## src/rtl/shift_sequencer_pkg.sv

```systemverilog
// Shared encodings for the shift sequencer: op codes, shifter commands,
// mux select codes and FSM states.
package shift_seq_defs;

  localparam logic [2:0] OP_SLL  = 3'd0;
  localparam logic [2:0] OP_SRL  = 3'd1;
  localparam logic [2:0] OP_SRA  = 3'd2;
  localparam logic [2:0] OP_SLLV = 3'd3;
  localparam logic [2:0] OP_SRAV = 3'd4;
  localparam logic [2:0] OP_SLLM = 3'd5;

  localparam logic [2:0] CMD_HOLD    = 3'b000;
  localparam logic [2:0] CMD_LOAD    = 3'b001;
  localparam logic [2:0] CMD_LEFT    = 3'b010;
  localparam logic [2:0] CMD_RIGHT_L = 3'b011;
  localparam logic [2:0] CMD_RIGHT_A = 3'b100;

  localparam logic [1:0] SHN_B   = 2'd0;
  localparam logic [1:0] SHN_IMM = 2'd1;
  localparam logic [1:0] SHN_MEM = 2'd2;

  localparam logic SRC_A = 1'b0;
  localparam logic SRC_B = 1'b1;

  typedef enum logic [1:0] {
    ST_IDLE  = 2'd0,
    ST_LOAD  = 2'd1,
    ST_SHIFT = 2'd2,
    ST_WRITE = 2'd3
  } state_e;

endpackage

```

## src/rtl/shift_op_decode.sv

```systemverilog
// Pure decode of a shift op into legality, mux selects and the shifter
// command used during the SHIFT state.
module shift_op_decode
  import shift_seq_defs::*;
(
  input  logic [2:0] op_i,
  output logic       legal_o,
  output logic [1:0] n_ctrl_o,
  output logic       src_ctrl_o,
  output logic [2:0] cmd_o
);

  always_comb begin
    legal_o    = 1'b1;
    n_ctrl_o   = SHN_B;
    src_ctrl_o = SRC_A;
    cmd_o      = CMD_HOLD;
    case (op_i)
      OP_SLL: begin
        n_ctrl_o   = SHN_IMM;
        src_ctrl_o = SRC_B;
        cmd_o      = CMD_LEFT;
      end
      OP_SRL: begin
        n_ctrl_o   = SHN_IMM;
        src_ctrl_o = SRC_B;
        cmd_o      = CMD_RIGHT_L;
      end
      OP_SRA: begin
        n_ctrl_o   = SHN_IMM;
        src_ctrl_o = SRC_B;
        cmd_o      = CMD_RIGHT_A;
      end
      OP_SLLV: begin
        n_ctrl_o   = SHN_B;
        src_ctrl_o = SRC_A;
        cmd_o      = CMD_LEFT;
      end
      OP_SRAV: begin
        n_ctrl_o   = SHN_B;
        src_ctrl_o = SRC_A;
        cmd_o      = CMD_RIGHT_A;
      end
      OP_SLLM: begin
        n_ctrl_o   = SHN_MEM;
        src_ctrl_o = SRC_B;
        cmd_o      = CMD_LEFT;
      end
      default: legal_o = 1'b0;
    endcase
  end

endmodule

```

## src/rtl/shift_sequencer.sv

```systemverilog
// Multicycle controller driving the shift-amount mux and the shift register:
// IDLE -> LOAD -> (SHIFT) -> WRITE, with registered outputs throughout.
module shift_sequencer
  import shift_seq_defs::*;
#(
  parameter int N_WIDTH   = 5,
  parameter bit SKIP_ZERO = 1'b1
) (
  input  logic               clk,
  input  logic               reset,
  input  logic               start,
  input  logic [2:0]         op,
  input  logic [N_WIDTH-1:0] shift_n,
  output logic [1:0]         shift_n_ctrl,
  output logic               shift_src_ctrl,
  output logic [2:0]         shift_ctrl,
  output logic               reg_write,
  output logic               busy,
  output logic               done,
  output logic               illegal,
  output logic [N_WIDTH-1:0] shift_amt
);

  state_e               state_q;
  logic [2:0]           op_q;
  logic [N_WIDTH-1:0]   n_q;
  logic [1:0]           shift_n_ctrl_q;
  logic                 shift_src_ctrl_q;
  logic [2:0]           shift_ctrl_q;
  logic                 reg_write_q;
  logic                 busy_q;
  logic                 done_q;
  logic                 illegal_q;

  logic [2:0]           dec_op_d;
  logic                 dec_legal;
  logic [1:0]           dec_n_ctrl;
  logic                 dec_src_ctrl;
  logic [2:0]           dec_cmd;

  // In IDLE the decoder looks at the incoming op (to accept/reject it and
  // preload the selects); once busy it decodes the captured op_q.
  assign dec_op_d = (state_q == ST_IDLE) ? op : op_q;

  shift_op_decode u_decode (
    .op_i       (dec_op_d),
    .legal_o    (dec_legal),
    .n_ctrl_o   (dec_n_ctrl),
    .src_ctrl_o (dec_src_ctrl),
    .cmd_o      (dec_cmd)
  );

  always_ff @(posedge clk or posedge reset) begin
    if (reset) begin
      state_q          <= ST_IDLE;
      op_q             <= '0;
      n_q              <= '0;
      shift_n_ctrl_q   <= SHN_B;
      shift_src_ctrl_q <= SRC_A;
      shift_ctrl_q     <= CMD_HOLD;
      reg_write_q      <= 1'b0;
      busy_q           <= 1'b0;
      done_q           <= 1'b0;
      illegal_q        <= 1'b0;
    end else begin
      reg_write_q <= 1'b0;
      done_q      <= 1'b0;
      illegal_q   <= 1'b0;
      case (state_q)
        ST_IDLE: begin
          shift_ctrl_q <= CMD_HOLD;
          if (start) begin
            if (dec_legal) begin
              state_q          <= ST_LOAD;
              op_q             <= op;
              shift_ctrl_q     <= CMD_LOAD;
              shift_n_ctrl_q   <= dec_n_ctrl;
              shift_src_ctrl_q <= dec_src_ctrl;
              busy_q           <= 1'b1;
            end else begin
              illegal_q <= 1'b1;
            end
          end
        end
        ST_LOAD: begin
          n_q <= shift_n;
          // A zero amount leaves the loaded value untouched, so go straight to write-back.
          if (SKIP_ZERO && (shift_n == '0)) begin
            state_q      <= ST_WRITE;
            shift_ctrl_q <= CMD_HOLD;
            reg_write_q  <= 1'b1;
            done_q       <= 1'b1;
          end else begin
            state_q      <= ST_SHIFT;
            shift_ctrl_q <= dec_cmd;
          end
        end
        ST_SHIFT: begin
          state_q      <= ST_WRITE;
          shift_ctrl_q <= CMD_HOLD;
          reg_write_q  <= 1'b1;
          done_q       <= 1'b1;
        end
        ST_WRITE: begin
          state_q          <= ST_IDLE;
          shift_ctrl_q     <= CMD_HOLD;
          shift_n_ctrl_q   <= SHN_B;
          shift_src_ctrl_q <= SRC_A;
          busy_q           <= 1'b0;
        end
        default: begin
          state_q          <= ST_IDLE;
          shift_ctrl_q     <= CMD_HOLD;
          shift_n_ctrl_q   <= SHN_B;
          shift_src_ctrl_q <= SRC_A;
          busy_q           <= 1'b0;
        end
      endcase
    end
  end

  assign shift_n_ctrl   = shift_n_ctrl_q;
  assign shift_src_ctrl = shift_src_ctrl_q;
  assign shift_ctrl     = shift_ctrl_q;
  assign reg_write      = reg_write_q;
  assign busy           = busy_q;
  assign done           = done_q;
  assign illegal        = illegal_q;
  assign shift_amt      = n_q;

endmodule
```

## config.mk

```make
export PLATFORM = sky130hd
export DESIGN_NAME = shift_sequencer
export DESIGN_NICKNAME = d
export VERILOG_FILES = /design/src/rtl/shift_sequencer_pkg.sv /design/src/rtl/shift_op_decode.sv /design/src/rtl/shift_sequencer.sv
export SDC_FILE = /design/constraint.sdc
export NUM_CORES = 1
export LEC_CHECK = 0
export CAP_MARGIN = 20
export CORE_AREA = 3 3 62 70
export CTS_CLUSTER_DIAMETER = 120
export DETAILED_ROUTE_END_ITERATION = 7
export DIE_AREA = 0 0 65 73
export SYNTH_ARGS = -nofsm -noshare
export SYNTH_HDL_FRONTEND = slang
export SYNTH_SLANG_ARGS = --single-unit
```

## constraint.sdc

```tcl
create_clock -name clk -period 4.4 [get_ports clk]
set_input_delay 0.66 -clock clk [delete_from_list [all_inputs] [get_ports clk]]
set_output_delay 0.66 -clock clk [all_outputs]
set_load 0.01 [all_outputs]
```

=== Yosys cells after proc, flatten, opt, wreduce, memory -nomap -nowiden ===
Index checks and enable logic that the tools add are counted.

* Flip-flop bits (word level): 19
* Latch bits: 0
* Memory bits (writable): 0
* ROM bits: 0
* Output and inout port bits: 15
* Memories: 0

* Add/subtract/negate cells: 0
* Multipliers: 0
* Div/mod/pow operators: 0
* Order comparisons: 0
* Equal/unequal tests: 10
* Shift operators: 0
* Multiplexer cells: 27
* Bitwise gates (word level): 0
* Reductions and logical operators: 13

{| class="wikitable"
|+ Operators with widths
! cell !! count
|-
| 3-bit case mux with 3 select lines || 2
|-
| 1-bit 2-to-1 mux || 13
|-
| 2-bit 2-to-1 mux || 4
|-
| 2-bit case mux with 2 select lines || 2
|-
| 2-bit case mux with 4 select lines || 1
|-
| 3-bit by 2-bit equality test with 1-bit output, second input constant || 2
|-
| 3-bit equality test, second input constant || 2
|-
| 3-bit 2-to-1 mux || 2
|-
| 1-bit case mux with 2 select lines || 3
|-
| 3-bit AND reduction || 2
|-
| 3-bit OR reduction || 2
|-
| 6-bit OR reduction || 1
|-
| 5-bit zero test || 1
|-
| 2-bit equality test, second input constant || 2
|-
| 2-bit inequality test, second input constant || 2
|-
| 2-bit OR reduction || 2
|-
| 4-bit OR reduction || 1
|-
| 3-bit by 1-bit equality test with 1-bit output, second input constant || 1
|-
| 3-bit zero test || 1
|-
| 2-bit by 1-bit equality test with 1-bit output, second input constant || 1
|-
| 2-bit zero test || 1
|-
| 2-bit AND reduction || 1
|-
| 2-bit nonzero test || 1
|}

=== Depth between registers and ports, before layout ===
* Depth in word-level cells: 8
* Gate-level depth with buffers: 6

=== Modules after synthesis ===
Synthesis repeated with hierarchy kept, for this count alone.

* Cell total of the unflattened synthesis: 79
* Area, all modules: 950.9 sq um

{| class="wikitable"
|+ Modules (own cells, without submodules)
! module !! times used !! cells an instance !! area each (sq um) !! sequential area each (sq um)
|-
| shift_sequencer || 1 || 69 || 889.6 || 475.5
|-
| shift_op_decode || 1 || 10 || 61.3 || 0.0
|}

=== Worst setup path after synthesis ===
No wires, ideal clock.

* Path type: in2reg
* From: input port shift_n[1]
* To: register state_q[0]
* Setup time: 63 ps
* Arrival time: 1530 ps
* Setup slack: 2806 ps
* Stages on the path: 3
* Cell sequence: or4_4 > nor3b_2 > o32a_2

* Word-level cells in the longest chain between the ends: 3

{| class="wikitable"
|+ RTL lines
! item !! line !! text
|-
| start: declaration || shift_sequencer.sv:13 || <nowiki>input logic [N_WIDTH-1:0] shift_n,</nowiki>
|-
| 5-bit zero test || shift_sequencer.sv:88 || <nowiki>if (SKIP_ZERO && (shift_n == '0)) begin</nowiki>
|-
| 1-bit 2-to-1 mux || shift_sequencer.sv:88 ||
|-
| 2-bit case mux with 4 select lines || shift_sequencer.sv:69 || <nowiki>case (state_q)</nowiki>
|-
| end signal: assignment || shift_sequencer.sv:74 || <nowiki>state_q <= ST_LOAD;</nowiki>
|-
| end signal: assignment || shift_sequencer.sv:89 || <nowiki>state_q <= ST_WRITE;</nowiki>
|-
| end signal: assignment || shift_sequencer.sv:94 || <nowiki>state_q <= ST_SHIFT;</nowiki>
|-
| end: declaration || shift_sequencer.sv:24 || <nowiki>state_e state_q;</nowiki>
|}

Every way passes these cells.
A chain may end at the register's enable or synchronous reset.

=== Worst setup path after layout ===
* From: input port shift_n[1]
* To: register shift_ctrl_q[0], in the netlist shift_ctrl[0]

* Word-level cells in the longest chain between the ends: 3

{| class="wikitable"
|+ RTL lines
! item !! line !! text
|-
| 5-bit zero test || shift_sequencer.sv:88 ||
|-
| 3-bit 2-to-1 mux || shift_sequencer.sv:88 ||
|-
| 3-bit case mux with 3 select lines || shift_sequencer.sv:69 ||
|-
| end signal: assignment || shift_sequencer.sv:95 || <nowiki>shift_ctrl_q <= dec_cmd;</nowiki>
|-
| end: declaration || shift_sequencer.sv:29 || <nowiki>logic [2:0] shift_ctrl_q;</nowiki>
|}

Every way passes these cells.

==> results.cfg <==
[synthesis]
netlist_area_um2 = 911
synth_cell_types = 29
synth_top_area_share_pct = 52.2
synth_seq_area_share_pct = 52.2
synthFlopType = dfrtp_1
synth-edff-count = 0
synthCells = 74
yosysTopAreaCell = dfrtp_1
ys_warn_count = 0
synth.ff_latch_count = 19
synth_area_per_cell_um2 = 12.3
syn_nets = 89
synthTopCellsByArea = dfrtp_1, mux2_2, ha_1
synthArstFlopShare_pct = 100

[timing]
hold_viol = 0
fin_skew_ns = 0.00118
period_needed_ns = 1.85
period_share_pct = 42.1
relSlewSlack_pct = 52.2
rsz0062_at_grt = no
fmax_mhz = 540
setup-violations-final = 0
finalMaxSlewViolations = 0
tns_ns = 0
worstMarginPinSlew_ns = 0.716

[worst_hold_path]
worstHoldPathType = reg2reg
whs_path_depth = 1

[power_and_ir_drop]
p_seq_share_pct = 36.4
p_comb_share_pct = 48.8
sw_frac_of_total_pct = 33.0
cellLeakagePower_uw = 0.000528
switching_power_uw = 265
ir_worst_vdd_v = 0.000162
p_int_uw = 537
pwr-share-clk_pct = 14.8
power_density_mw_per_mm2 = 641

[die]
ios = 26
rows = 23
die_h_um = 73
initial_core_util_pct = 24.9
fp.coreArea_mm2 = 0.00365
die-area_mm2 = 0.00475
die_x_um = 65

[global_route]
grt_usage_pct = 8.52
grt_overflow_total = 0
grt_start_max_net_pins = 20
grt_pass1_vias = 661
grt_pass1_wl_um = 3130
antenna_found_initial = 0

[finish]
final_cell_mix = clkdlybuf4s50_1, dfrtp_1, mux2_2
area_growth_pct = 37.5
fin_util_pct = 34.3
final_cells = 150
seq_area_um2 = 475
num_antenna_cells = 0
nFillCells = 372
nets = 116
final_common_cell = clkdlybuf4s50_1
multi_input_area_um2 = 397
drive_above_1_share_pct = 18.0
final_cell_area_mm2 = 0.00125

[drt]
drt_iter0_drc = 21
postRouteAntennaNets = 0
finalWirelength_um = 1810
vias = 636
dr.pass1.iters = 4
wl_per_cell_um = 12.1
vias_per_cell = 4.24
route.detailed.drc = 0

[placed_design]
post_dp_cell_area_mm2 = 0.00121
place.port_buffers = 25
place.detailed.hpwl_um = 1400
placed_cells = 146
gp_congestion = 0.785

[cts]
cts-resized-gates = 0
htreeDepth = 1
clock-sinks = 19
tritoncts = yes
holdBufCountCts = 0
ctsLongestPathBuffers = 2
root_buffer = clkbuf_8
numCtsBuffers = 3
post_cts_buffers = 0
clock_latency_ns = 0.25
clkTransAtPathRegs_ns = 0.07

[critical_path]
crit_chain = clkdlybuf4s50_1 > or4_4 > o21ai_1 > o41ai_1
worst_path_max_delay_cell = or4_4
worstPathArrival_ns = 1.98
crit_path_end = shift_ctrl[0]
worstRegToRegCells = 5
r2r_end = shift_ctrl[1]
reg2reg_from = state_q[1]
endpoint_kind = flop
criticalPathCategory = in2reg
critPathLaunch = shift_n[1]
path_max_fanout = 3
start_kind = input port
crit_path_max_incr_delay_ns = 0.55
critical_path_required_ns = 4.52
ff2ff_setup_slack_ns = 2.65

[flow_run]
maxCapViolCount = 0

[outcome]
status = complete, no violations
-- cell type report --
class / instances / area share, %
Multi-Input combinational cell: 46 / 31.7
Inverter: 6 / 1.80
Tap cell: 50 / 5.00
Clock buffer: 4 / 3.60
Sequential cell: 19 / 38.0
Timing Repair Buffer: 25 / 20.0
-- worst max-delay path, delay by kind of cell --
family | cells | cell delay, ns
AOI/OAI and AO/OA | 2 | 0.35
buffers and inverters | 1 | 0.42
and+or+nand+nor | 1 | 0.55
-- layer usage --
metal,up-vias,GRT usage [%],wire (µm)
met2,17,13.4,919
met3,2,2.00,74
met4,0,4.93,19
met5,-,0,0
met1,306,10.6,799
li1,311,-,-
-- cell usage after synthesis (3+ instances only) --
| master | instances |
|---|---|
| dfrtp_1 | 19 |
| mux2_2 | 10 |
| inv_1 | 6 |
| a21oi_1 | 4 |
| ha_1 | 4 |
| mux2i_1 | 4 |
| nand2_1 | 3 |
| o21ai_0 | 3 |
-- flip-flops by register name, summed over array words and instances (netlist names) --
| register | count |
|---|---|
| illegal | 1 |
| done | 1 |
| shift_src_ctrl | 1 |
| busy | 1 |
| shift_ctrl | 3 |
| op_q | 3 |
| shift_amt | 5 |
| shift_n_ctrl | 2 |
| state_q | 2 |
-- worst min-delay path by stage --
stage	to	startpoint	slack, ns
after floorplan	shift_ctrl[0]	op_q[1]	0.45
after global placement	shift_ctrl[0]	op_q[2]	0.48
after detailed placement	shift_ctrl[0]	op_q[2]	0.47
after CTS	shift_ctrl[0]	op_q[2]	0.49
after global routing	shift_ctrl[0]	op_q[1]	0.50
final	shift_src_ctrl	shift_src_ctrl	0.49
-- cell families after synthesis --
family | count (synthesis) | synth area share [%]
flip-flops | 19 | 52.2
multiplexers | 14 | 16.8
buffers and inverters | 9 | 4.26
adder cells (fa/ha/maj) | 4 | 5.49
AO/OA/AOI/OAI | 16 | 12.2
XOR/XNOR | 1 | 0.962
AND/OR/NAND/NOR | 11 | 8.10
-- per-stage QoR --
stage,setup slack [ns],power [µW],hold WS [ns]
finish,2.55,802,0.489
CTS,2.55,813,0.491
global placement,2.26,684,0.479
detailed placement,2.29,692,0.473
floorplan,2.81,535,0.448
global route,2.47,865,0.497
-- power by group through the flow --
| stage | registers, µW | clock network [µW] | logic (µW) |
|---|---|---|---|
| 2_1_floorplan | 312 | 0 | 223 |
| 3_3_place_gp | 292 | 0 | 391 |
| 3_5_place_dp | 296 | 0 | 396 |
| 4_1_cts | 293 | 123 | 397 |
| 5_1_grt | 303 | 134 | 428 |
| 6_report | 292 | 119 | 392 |
(Power assumes the default switching activity.)
